### config.mk
export PLATFORM = sky130hd
export DESIGN_NAME = rs_syndrome_calc
export DESIGN_NICKNAME = d
export VERILOG_FILES = /design/src/rtl/rs_gf_pkg.sv /design/src/rtl/gf_mul_const.sv /design/src/rtl/rs_syndrome_calc.sv
export SDC_FILE = /design/constraint.sdc
export NUM_CORES = 1
export LEC_CHECK = 0
export ABC_CLOCK_PERIOD_IN_PS = 2300
export CORE_MARGIN = 2
export CORE_UTILIZATION = 48
export CTS_CLUSTER_DIAMETER = 60
export DETAILED_ROUTE_END_ITERATION = 10
export PLACE_DENSITY_LB_ADDON = 0.1
export SLEW_MARGIN = 20
export SYNTH_ARGS = -nofsm -noshare
export SYNTH_HDL_FRONTEND = slang
export SYNTH_SLANG_ARGS = --single-unit
### constraint.sdc
create_clock -name clk_i -period 2.3 [get_ports clk_i]
set_clock_uncertainty 0.2 [all_clocks]
set_input_delay 0.345 -clock clk_i [delete_from_list [all_inputs] [get_ports clk_i]]
set_output_delay 0.345 -clock clk_i [all_outputs]
set_load 0.005 [all_outputs]
### src/rtl/rs_gf_pkg.sv
// GF(2^m) helpers shared by the Reed-Solomon syndrome datapath.
// Functions work on symbols up to GF_MAXW bits wide. The field width is
// taken from the degree of the primitive polynomial passed in, so the same
// helpers serve every SYMW from 3 to 8.
package rs_gf_pkg;

  localparam int GF_MAXW = 8;

  // Default primitive polynomials, including the x^m term.
  localparam int PRIM_POLY_W3 = 11;   // x^3+x+1
  localparam int PRIM_POLY_W4 = 19;   // x^4+x+1
  localparam int PRIM_POLY_W5 = 37;   // x^5+x^2+1
  localparam int PRIM_POLY_W6 = 67;   // x^6+x+1
  localparam int PRIM_POLY_W7 = 137;  // x^7+x^3+1
  localparam int PRIM_POLY_W8 = 285;  // x^8+x^4+x^3+x^2+1

  function automatic int default_prim_poly(input int symw);
    case (symw)
      3:       return PRIM_POLY_W3;
      4:       return PRIM_POLY_W4;
      5:       return PRIM_POLY_W5;
      6:       return PRIM_POLY_W6;
      7:       return PRIM_POLY_W7;
      default: return PRIM_POLY_W8;
    endcase
  endfunction

  // Multiply by alpha (x) once: shift left and reduce if the x^m term appears.
  function automatic logic [GF_MAXW-1:0] gf_xtime(input logic [GF_MAXW-1:0] value,
                                                  input logic [GF_MAXW:0]   poly);
    logic [GF_MAXW:0] top;
    logic [GF_MAXW:0] sh;
    top = '0;
    for (int b = 0; b <= GF_MAXW; b++) begin
      if (poly[b]) begin
        top    = '0;
        top[b] = 1'b1;
      end
    end
    sh = {value, 1'b0};
    if ((sh & top) != '0) sh = sh ^ poly;
    return sh[GF_MAXW-1:0];
  endfunction

  // Multiply by alpha^k as k chained xtime steps; with constant k this
  // collapses to a fixed XOR network.
  function automatic logic [GF_MAXW-1:0] gf_mul_xpow(input logic [GF_MAXW-1:0] value,
                                                     input int                 k,
                                                     input logic [GF_MAXW:0]   poly);
    logic [GF_MAXW-1:0] v;
    v = value;
    for (int i = 0; i < k; i++) begin
      v = gf_xtime(v, poly);
    end
    return v;
  endfunction

endpackage

### src/rtl/gf_mul_const.sv
// Combinational multiply of a GF(2^SYMW) symbol by the constant alpha^POW.
module gf_mul_const
  import rs_gf_pkg::*;
#(
  parameter int SYMW      = 4,
  parameter int PRIM_POLY = 19,
  parameter int POW       = 1
) (
  input  logic [SYMW-1:0] a,
  output logic [SYMW-1:0] y
);

  // alpha has order 2^SYMW-1, so fold large exponents to keep the chain short.
  localparam int ORDER   = (1 << SYMW) - 1;
  localparam int POW_RED = ((POW % ORDER) + ORDER) % ORDER;
  localparam logic [GF_MAXW:0] POLY = (GF_MAXW+1)'(PRIM_POLY);

  logic [GF_MAXW-1:0] a_ext;
  logic [GF_MAXW-1:0] y_ext;
  logic               unused_y;

  // Zero-extend into the package width, multiply, truncate back.
  always_comb begin
    a_ext           = '0;
    a_ext[SYMW-1:0] = a;
    y_ext           = gf_mul_xpow(a_ext, POW_RED, POLY);
    y               = y_ext[SYMW-1:0];
  end

  // Upper bits stay zero for a reduced symbol; fold them so nothing dangles.
  assign unused_y = ^y_ext;

endmodule

### src/rtl/rs_syndrome_calc.sv
// Streaming Reed-Solomon syndrome calculator over GF(2^SYMW).
// One symbol per transfer, highest-degree coefficient first; NSYN Horner
// accumulators evaluate the codeword at alpha^FCR .. alpha^(FCR+NSYN-1).
// The final syndromes are registered with a valid/ready handshake so the next
// codeword can stream in while a result waits; only the last symbol of a
// codeword stalls if the previous result has not been taken.
// Optional build macro RS_SYN_ERRCNT_EN adds a saturating count of codewords
// with a non-zero syndrome (errcnt_o, cleared by errcnt_clr_i).
module rs_syndrome_calc
  import rs_gf_pkg::*;
#(
  parameter int SYMW      = 4,
  parameter int PRIM_POLY = 19,
  parameter int N_SYM     = 15,
  parameter int NSYN      = 4,
  parameter int FCR       = 1
) (
  input  logic                 clk_i,
  input  logic                 rstn_i,
  input  logic [SYMW-1:0]      sym_i,
  input  logic                 sym_valid_i,
  output logic                 sym_ready_o,
  output logic [NSYN*SYMW-1:0] syn_o,
  output logic                 syn_valid_o,
  input  logic                 syn_ready_i,
  output logic                 err_o,
  output logic [7:0]           cw_cnt_o
`ifdef RS_SYN_ERRCNT_EN
  ,
  input  logic                 errcnt_clr_i,
  output logic [15:0]          errcnt_o
`endif
);

  localparam logic [7:0] LAST_IDX = 8'(N_SYM - 1);

  logic [7:0]           cnt_q;
  logic [SYMW-1:0]      acc_q   [NSYN];
  logic [SYMW-1:0]      acc_d   [NSYN];
  logic [SYMW-1:0]      mul_out [NSYN];
  logic [NSYN*SYMW-1:0] syn_next;
  logic [NSYN*SYMW-1:0] syn_q;
  logic                 syn_valid_q;
  logic                 err_q;
  logic                 first_sym;
  logic                 last_sym;
  logic                 xfer;
  logic                 load_result;
  logic                 syn_nonzero;

  // One constant multiplier per root, fed by that root's accumulator.
  for (genvar j = 0; j < NSYN; j++) begin : g_root
    gf_mul_const #(
      .SYMW      (SYMW),
      .PRIM_POLY (PRIM_POLY),
      .POW       (FCR + j)
    ) u_mul (
      .a (acc_q[j]),
      .y (mul_out[j])
    );
  end

  // Handshake decode: stall only when the last symbol would overwrite an
  // unaccepted result.
  always_comb begin
    first_sym   = (cnt_q == 8'd0);
    last_sym    = (cnt_q == LAST_IDX);
    sym_ready_o = !(last_sym && syn_valid_q && !syn_ready_i);
    xfer        = sym_valid_i && sym_ready_o;
    load_result = xfer && last_sym;
  end

  // Horner step per root; the first symbol seeds the accumulator directly.
  always_comb begin
    syn_next = '0;
    for (int j = 0; j < NSYN; j++) begin
      acc_d[j] = first_sym ? sym_i : (mul_out[j] ^ sym_i);
      syn_next[j*SYMW +: SYMW] = acc_d[j];
    end
    syn_nonzero = (syn_next != '0);
  end

  // Symbol counter and accumulators advance only on a transfer.
  always_ff @(posedge clk_i) begin
    if (!rstn_i) begin
      cnt_q <= '0;
      for (int j = 0; j < NSYN; j++) acc_q[j] <= '0;
    end else if (xfer) begin
      cnt_q <= last_sym ? 8'd0 : (cnt_q + 8'd1);
      for (int j = 0; j < NSYN; j++) acc_q[j] <= acc_d[j];
    end
  end

  // Result register: load on the last symbol, hold until accepted. A load in
  // the same cycle as acceptance keeps valid high with the new data.
  always_ff @(posedge clk_i) begin
    if (!rstn_i) begin
      syn_q       <= '0;
      syn_valid_q <= 1'b0;
      err_q       <= 1'b0;
    end else if (load_result) begin
      syn_q       <= syn_next;
      syn_valid_q <= 1'b1;
      err_q       <= syn_nonzero;
    end else if (syn_valid_q && syn_ready_i) begin
      syn_valid_q <= 1'b0;
    end
  end

  assign syn_o       = syn_q;
  assign syn_valid_o = syn_valid_q;
  assign err_o       = err_q;
  assign cw_cnt_o    = cnt_q;

`ifdef RS_SYN_ERRCNT_EN
  logic [15:0] errcnt_q;

  // Saturating count of erroneous codewords; clear wins over increment.
  always_ff @(posedge clk_i) begin
    if (!rstn_i) begin
      errcnt_q <= '0;
    end else if (errcnt_clr_i) begin
      errcnt_q <= '0;
    end else if (load_result && syn_nonzero && (errcnt_q != 16'hFFFF)) begin
      errcnt_q <= errcnt_q + 16'd1;
    end
  end

  assign errcnt_o = errcnt_q;
`endif

endmodule

== After elaboration in Yosys (flattened, before gate mapping) ==
Memories as Yosys holds them, arrays and structs flattened.
Index checks and enable logic that the tools add are counted.
Storage, ports and cells
  memories: 1
  latch bits: 0
  output and inout port bits: 27
  bits in read-only memories: 0
  word-level logic and storage cells: 60
  memory bits (writable): 16
  bits in registers: 26
  bits of input ports: 8
Cells by class
  order comparisons: 0
  div/mod/pow operators: 0
  multiplexer cells: 25
  bitwise gates (word level): 18
  reductions and logical operators: 10
  shift-type cells: 0
  multipliers: 0
  eq/ne operators: 1
  add/sub/neg operators: 1
Memory list
  acc_q: words 4, width 4, read ports 4, clocked after Yosys merged registers in 0, write ports 4, RTL line rs_syndrome_calc.sv:38  | logic [SYMW-1:0] acc_q [NSYN];
Operators with widths (count)
  $mux 4: 8
  $mux 2: 10
  $not 2->2: 10
  $reduce_bool 16->1: 1
  $xor 4x4->4: 4
  $add 8x1->8 const B: 1
  $eq 8x4->1 const B: 1
  $logic_not 8->1: 1
  $mux 8: 1
  $mux 1: 6
  $logic_and 1x1->1: 5
  $or 1x1->1: 4
  $logic_not 1->1: 2
  $reduce_bool 2->1: 1

== Depth between registers and ports, before layout ==
Gate-level depths: netlist of run 1.
An unclocked memory read counts as a cell.
  word-level depth: 12
  depth in mapped cells: 9
  gate-level depth less buffers: 7

== Modules after synthesis ==
A second synthesis of run 1 with hierarchy kept.
Unflattened totals
  cells, all modules: 235
  area, all modules: 2294.7 um^2
Modules (own cells, without submodules)
  rs_syndrome_calc: instances 1, area an instance 2147.1 um^2, seq. area each 1001.0 um^2, cells an instance 219
  gf_mul_const (g_root[3].u_mul): instances 1, area an instance 50.0 um^2, seq. area each 0.0 um^2, cells an instance 4
  gf_mul_const (g_root[2].u_mul): instances 1, area an instance 33.8 um^2, seq. area each 0.0 um^2, cells an instance 4
  gf_mul_const (g_root[1].u_mul): instances 1, area an instance 32.5 um^2, seq. area each 0.0 um^2, cells an instance 4
  gf_mul_const (g_root[0].u_mul): instances 1, area an instance 31.3 um^2, seq. area each 0.0 um^2, cells an instance 4

== Least setup slack after synthesis of run 1 ==
Ideal clock, no wire load.
  kind: register to register
  start point: register cnt_q[0] (netlist: cw_cnt_o[0])
  end point: memory acc_q[0][0], enable pin
  cell stages (with the launch flop): 6
  clock period less this slack: 2.201 ns
  library setup time: 0.375 ns
  data required time: 1.725 ns
  setup slack: 0.099 ns
  data arrival time: 1.626 ns
  buffers on the path: 0
  cell sequence: dfxtp_1 -> inv_1 -> ha_1 -> and3_1 -> a31oi_1 -> nand2b_1
RTL lines
  start: declaration: RTL line rs_syndrome_calc.sv:37  | logic [7:0] cnt_q;
  start signal: assignment: RTL line rs_syndrome_calc.sv:89  | cnt_q <= last_sym ? 8'd0 : (cnt_q + 8'd1);
  end: declaration: RTL line rs_syndrome_calc.sv:38

== Worst setup path in the final report of run 1 ==
  start point: register cnt_q[4] (netlist: cw_cnt_o[4])
  end point: output port sym_ready_o
On the way
  word-level cells in the longest chain between the ends: 4
RTL lines
  $eq 8x4->1: RTL line rs_syndrome_calc.sv:67  | last_sym = (cnt_q == LAST_IDX);
  $logic_and 1x1->1 (2 in series): RTL line rs_syndrome_calc.sv:68  | sym_ready_o = !(last_sym && syn_valid_q && !syn_ready_i);
  $logic_not 1->1: RTL line rs_syndrome_calc.sv:68
  end: declaration: RTL line rs_syndrome_calc.sv:22  | output logic sym_ready_o,
Every way passes these cells.

==> run summary, run 1 <==
The via count came out at 1910. The post-route non-filler standard cell count came out at 359. The number of hold buffers added after CTS was 0. The final-layout fill cell count is 396.

Counting every net in the synthesized netlist gives 258. The total overflow reported by the global router came out at 0. The power density over the cells is 543 nW/µm². The area enclosed by the die boundary is 5270 µm². The tree is rooted in a clkbuf_8. The share of flip-flops with an asynchronous set or reset after synthesis is 0. Once detail routing completed, the nets flagged for antenna violations numbered 0. The final hold violation count came out at 0.

The number of CTS-inserted buffers is 5. The maximum clock insertion buffer count came out at 2. The via count of the first global-routing pass came out at 1792.

The Yosys step of the flow raised 0 warnings. The worst hold path belongs to the class flop to flop. The run finished with clean final reports. Setup total negative slack on the finished layout was measured at 0 ns. In the global route stage, overall resource usage came out at 0.208.

The die boundary height is 72.6 µm. The initial antenna violation count came out at 0. The post-synthesis instance total came out at 247. The delay of the slowest cell on the worst path came out at 0.44 ns. The average routed wire per standard cell is 14.2 µm. Broken down by cell family, the worst path's largest delay share belongs to simple AND/OR/NAND/NOR gates. Once detailed placement completed, the half-perimeter wirelength came to 3910 µm. Input and output buffers added on the ports amount to 34. Clock tree synthesis found a total of 42 sinks.

The starting DRC count in detailed routing came out at 108. The sequential standard cell area came out at 1000 µm². The synthesized area is 2260 µm². The number of design rule violations left after detail routing is 0. The area of the multi-input gates is 1200 µm². The biggest area consumer among synthesized cells is dfxtp_1. Clock-pin slew was measured on the worst setup and hold paths at 0.07 ns. Walking the worst path, the cells encountered are buf_4 -> nor4_4 -> nand3_2 -> dlygate4sd2_1. The total of max-cap violations came out at 0. The final count of negative-setup-slack endpoints came out at 0. The post-synthesis average cell area came out at 9.14 µm². The H-tree depth reported by CTS came out at 2. At the later pin of the worst-skew pair, clock insertion delay measures 0.29 ns. The count of pins over their slew limit is 0. The number of antenna diodes in the final layout is 0. The maximum operating frequency is 455 MHz. The tightest hold margin came out at 0.251 ns. The congestion estimate from routability-driven global placement came to 0.845. TritonCTS built the clock tree. Timing analysis after detailed placement gives a worst setup slack of 0.100 ns. The normalized max-slew margin is 0.684.

In the post-route analysis, the smallest setup slack over all paths is 0.102 ns. The initial utilization of the core area, before any placement, comes to 0.508. Counting distinct cell types in the post-synthesis netlist gives 45. The count of standard-cell rows came out at 24. The largest net degree at the start of global routing is 17.

STA classifies the critical path startpoint as a flop. The endpoint required time on the critical path came out at 1.75 ns. The standby leakage power came out at 1.15 nW. The final cycle utilization of the critical path came out at 0.956.

The critical path endpoint category is a primary output. The first-pass iteration count of the detailed router is 4. The dominant synthesized flop cell is dfxtp_1.

The final period demand of the worst path came out at 2.20 ns. The data arrival time of the worst path is 1.65 ns. The buffering stage count on the worst path with inverters included came out at 2. At the end of the flow, the number of nets in the layout was 317. The number of instances in the placed design came out at 351. The highest net fanout along the worst path is 6. The area of the core came out at 4440 µm².

Of the synthesized area, sequential elements account for 0.443. The number of resized instances in the post-cts repair step came out at 4. In this run the register-to-register setup slack is 0.13 ns. The worst supply voltage drop on vdd is 0.358 mV. By count the netlist is led by nand2_1 (33), nor2_1 (31), dfxtp_1 (26). In the final layout, the share of cells above drive strength 1 is 0.153. Yosys attributes the largest share of cell area to dfxtp_1 (23%), edfxtp_1 (21%), xnor2_1 (7.0%), xor2_1 (7.0%), nand2_1 (5.5%). The routed wire length came out at 5100 µm. The final core utilization is 0.665. The worst-margin pin slew is 0.471 ns.

The fraction of synthesized cell area taken by the top area cell type came out at 0.230. The critical path's slowest cell is nor4_4. By instance count, the leading cell after synthesis is nand2_1. The boundary pin count is 35. The floorplan step set the die width to 72.6 µm.

Dividing the detail-routed via count by the number of cells gives 5.32. The layout-stage area growth over the synthesis result came out at 30.8%. The first-pass GRT wire length came out at 8480 µm.

The worst setup path is of the flop to primary output kind. Counting flops with a built-in enable in the synthesized netlist gives 16. In this run the post-CTS setup repair buffer count came out at 0. Setup repair after global routing could not meet its margin everywhere.

After synthesis the netlist holds a flip-flop and latch count of 42.
==> metal layers <==
metal / vias to the layer above / GRT usage / routed length [µm]
li1: 967 / - / -
met2: 53 / 0.335 / 2370
met5: - / 0 / 0
met4: 0 / 0.0432 / 25
met3: 2 / 0.0414 / 255
met1: 888 / 0.292 / 2450
==> worst reg2reg max path, delay by kind of cell (launching register included) <==
kind | cells | cell delay (ns)
AND/OR/NAND/NOR | 3 | 1.31
flip-flops | 1 | 0.31
AO/OA/AOI/OAI | 2 | 0.24
==> per-stage QoR <==
stage          power [mW]  instance area [µm²]
4_1_cts              1.62                 2940
6_report             1.60                 2950
2_1_floorplan        1.04                 2260
3_3_place_gp         1.14                 2850
5_1_grt              1.68                 2950
3_5_place_dp         1.14                 2850
==> cell usage in the layout (no fill, tap or decap), types with 3 or more instances in the layout <==
cell	count
clkdlybuf4s50_1	33
nand2_1	32
nor2_1	31
buf_4	29
dfxtp_1	25
xor2_1	18
xnor2_1	17
o21ai_0	16
edfxtp_1	16
inv_1	6
nand2b_1	6
nand3_1	6
clkbuf_8	6
a21oi_1	5
nor3b_1	4
o22ai_1	4
a31oi_1	3
and2_1	3
and3_1	3
o32ai_1	3
ha_1	3
==> state kept, by name, summed over array words and instances, names as in the netlist <==
signal	flops
err_o	1
acc_q	16
syn_o	16
cw_cnt_o	8
syn_valid_o	1
==> cells by family (layout without fill, tap and decap cells) <==
logic type                 Yosys count  count (layout)  share of synthesized area
and+or+nand+nor                    102             102                      0.230
AOI/OAI and AO/OA                   45              45                      0.126
DFF                                 42              42                      0.443
xor gates and xnor gates            37              37                      0.150
buffers and inverters               18              78                     0.0338
adders and majority gates            3               3                     0.0166
==> power by group <==
part	switching, mW	internal, mW
clock network	0.238	0.236
logic	0.162	0.140
registers	0.0254	0.803
total	0.425	1.18
==> path summary, 6_finish.rpt <==
path | from | to | depth (start not counted)
max | cw_cnt_o[4]$_SDFFE_PN0P_ | sym_ready_o | 4
min | syn_o[12]$_SDFFE_PN0P_ | syn_o[12]$_SDFFE_PN0P_ | 2
max reg2reg | cw_cnt_o[7]$_SDFFE_PN0P_ | err_o$_SDFFE_PN0P_ | 5
min reg2reg | syn_o[12]$_SDFFE_PN0P_ | syn_o[12]$_SDFFE_PN0P_ | 2
==> area by class of cell <==
type / count / area share
Clock buffer: 6 / 0.0280
Clock inverter: 2 / 0.00254
Inverter: 6 / 0.00762
Multi-Input combinational cell: 187 / 0.405
Sequential cell: 42 / 0.339
Tap cell: 52 / 0.0220
Timing Repair Buffer: 64 / 0.195
Note: power is estimated with default switching activity, not from simulation.
==> run 2: changes to the inputs <==
Settings changed: CELL_PAD_IN_SITES_DETAIL_PLACEMENT set to 1, CELL_PAD_IN_SITES_GLOBAL_PLACEMENT set to 1, CORE_UTILIZATION 48 to 37.
==> run 2 against run 1 <==
Register-to-register slack about the same. Non-clock buffer count stayed put. Sequential share of layout area shrank 0.26 points. Wire length up 19%. Critical path type is now flop to flop.
==> run summary, run 2 (synthesized netlist as in run 1, its figures left out) <==
The startpoint of the lowest-slack hold path is syn_o[10]$_SDFFE_PN0P_. The final weighted congestion in routability-driven placement is 0.880 (+4.1%). The maximum operating frequency came out at 459 MHz (+1.0%). The worst supply voltage drop on vdd is 0.372 mV (+3.9%).

The number of buffers inserted for hold repair after clock tree synthesis came out at 0 (unchanged). The starting DRC count in detailed routing came to 91 (-16%). The final cycle utilization of the critical path is 0.946 (-0.00948). The minimum setup slack among reg-to-reg paths was 0.12 ns (about the same). The number of CTS-inserted buffers is 5 (unchanged). The library cells used most frequently in the layout, excluding fill and tap cells, are nand2_1 (33), clkdlybuf4s50_1 (33), nor2_1 (31). The routed wire length is 6070 µm (+19%). The final total negative setup slack is 0 ns (unchanged). The count of pins over their slew limit came out at 0 (unchanged).

The largest net degree at the start of global routing came out at 17 (unchanged). The wire length on met1 was 2940 µm (+20%). The worst hold path terminates at syn_o[10]$_SDFFE_PN0P_. The via count came out at 1959 (+2.6%). The first-pass GRT wire length came out at 9950 µm (+17%).

The count of standard-cell rows was 28 (+17%). The clock tree from TritonCTS is done. The horizontal extent of the die is 82.1 µm (+13%). The count of antenna diodes in the layout was 0 (unchanged). The final count of negative-setup-slack endpoints is 0 (unchanged). CTS placed an instance of clkbuf_8 at the clock tree root. Setup repair after global routing left no endpoint under its margin. The number of nets in the layout came out at 317 (unchanged). The final period demand of the worst path came out at 2.18 ns (-0.0218 ns).

The power density over the cells is 549 nW/µm² (+0.98%). The normalized max-slew margin is 0.685 (+0.00107). The total overflow reported by the global router is 0 (unchanged). The average routed wire per standard cell is 15.9 µm (+12%). The endpoint identified for the worst register-to-register timing path is err_o$_SDFFE_PN0P_.

The clock sink total is 42 (unchanged). In this run the top signal layer used is met4. The met3 wire length is 181 µm (-29%). The instance count along the most critical hold path is 2 (unchanged). The highest net fanout along the worst path was 5 (-1). The overall power was 1.63 mW (+1.7%). The via count of the first global-routing pass came to 1982 (+11%). The fraction of layout instances using a drive strength above 1 is 0.143 (-0.00977). The worst setup path is captured at a flop. On the critical path, the stage with the largest delay is an instance of nor4_4. The final core utilization came to 0.503 (-0.162). The first-pass iteration count of the detailed router came out at 4 (unchanged). The number of input and output port buffers inserted is 34 (unchanged). The final worst slack came out at 0.124 ns (+0.0218 ns). The run finished with clean final reports. The number of design rule violations left after detail routing came out at 0 (unchanged). The final-layout fill cell count came out at 708 (+79%). The initial standard-cell utilization of the core came out at 0.381 (-0.127).

The mean number of vias per cell is 5.13 (-3.6%). The post-route non-filler standard cell count came out at 382 (+6.4%). The layout-stage area growth over the synthesis result is 31.8%. The area enclosed by the die boundary came out at 6740 µm² (+28%).

The tightest hold margin came out at 0.258 ns (+0.00711 ns). The post-route cell area came out at 2980 µm² (+0.76%). The boundary pin count is 35 (unchanged). The clock-pin transition on the worst setup and hold timing paths came out at 0.08 ns (about the same). The type of element launching the critical path is a flop. The delay of the slowest cell on the worst path is 0.33 ns (-0.11 ns). The placed wire-length estimate after detailed placement is 4650 µm (+19%). The maximum clock insertion buffer count came out at 2 (unchanged). The post-placement worst setup slack came out at 0.0207 ns (-0.0793 ns). By instance count, the cell type seen most on the critical path is buf_4. The worst min-delay path category is flop to flop. The total met2 wirelength after detailed routing is 2890 µm (+22%).

The latest clock arrival within the worst-skew pair came out at 0.30 ns (about the same). The data arrival time of the worst path is 2.16 ns (+0.51 ns). The total routing usage reported by global routing is 0.198 (-0.0101). The final hold violation count is 0 (unchanged).

The standby leakage power was 1.15 nW (about the same). The start of the worst register-to-register path is cw_cnt_o[6]$_SDFFE_PN0P_. The initial antenna violation count is 0 (unchanged). The critical path is of the flop to flop type. The count of nets left with antenna violations after detail routing was 0 (unchanged). Traced cell by cell, the critical path runs through buf_4 -> nor4_4 -> buf_4 -> buf_4 -> a21oi_1 -> o32ai_1 -> and4b_1 -> a31oi_1. The total of max-cap violations is 0 (unchanged).

The number of instances in the placed design was 373 (+6.3%). The die boundary height came to 82.1 µm (+13%). The H-tree depth reported by CTS is 2 (unchanged). The count of cells along the worst register-to-register path came out at 8 (+3). The endpoint required time on the critical path came to 2.28 ns (+0.53 ns). The area of the core is 5920 µm² (+33%). The worst-margin pin slew came out at 0.469 ns (-0.00159 ns). The instance area at placement came out at 2870 µm² (+0.75%).
run 2: timing repair:
action | in CTS | in global routing
pin swaps | 1 | 0
resized for setup | 3 | 3
setup endpoints to repair | 1 | 5
buffers inserted | 1 | 0
run 2: worst max path at each step:
| stage | start | slack, ns | endpoint | depth (start not counted) |
|---|---|---|---|---|
| detailed placement | sym_i[0] | 0.02 | err_o$_SDFFE_PN0P_ | 7 |
| floorplan | cw_cnt_o[0]$_SDFFE_PN0P_ | 0.1 | acc_q[0][0]$_SDFFCE_PN0P_ | 5 |
| finish | cw_cnt_o[6]$_SDFFE_PN0P_ | 0.12 | err_o$_SDFFE_PN0P_ | 8 |
| CTS | cw_cnt_o[0]$_SDFFE_PN0P_ | 0.06 | err_o$_SDFFE_PN0P_ | 8 |
| global placement | cw_cnt_o[0]$_SDFFE_PN0P_ | 0.10 | err_o$_SDFFE_PN0P_ | 8 |
| global route | cw_cnt_o[7]$_SDFFE_PN0P_ | 0.01 | cw_cnt_o[4]$_SDFFE_PN0P_ | 5 |
run 2: layout make-up:
| cell class | instances | area, µm² | area share |
|---|---|---|---|
| inverters | 6 | 22.5 | 0.00757 |
| multi-input cells | 187 | 1190 | 0.400 |
| clock buffers | 6 | 82.6 | 0.0277 |
| clock inverters | 2 | 7.51 | 0.00252 |
| flip-flops and latches | 42 | 1000 | 0.337 |
| well taps | 75 | 93.8 | 0.0315 |
| repair buffers | 64 | 577 | 0.194 |
run 2: per-layer routing:
metal  GRT usage  up-vias
met1       0.274      948
met4      0.0500        0
li1            -      971
met5           0        -
met2       0.319       34
met3      0.0380        6
run 2: worst max-delay path, delay by kind of cell, from the launching register on:
family	cells	cell delay (ns)
buf+inv	3	0.50
compound gates	3	0.43
flops	1	0.32
simple gates	2	0.60
run 2: power by group:
| part | internal [mW] | switching (mW) | total [mW] |
|---|---|---|---|
| Combinational | 0.143 | 0.171 | 0.314 |
| Clock | 0.236 | 0.252 | 0.488 |
| Sequential | 0.803 | 0.0278 | 0.831 |
| Total | 1.18 | 0.451 | 1.63 |
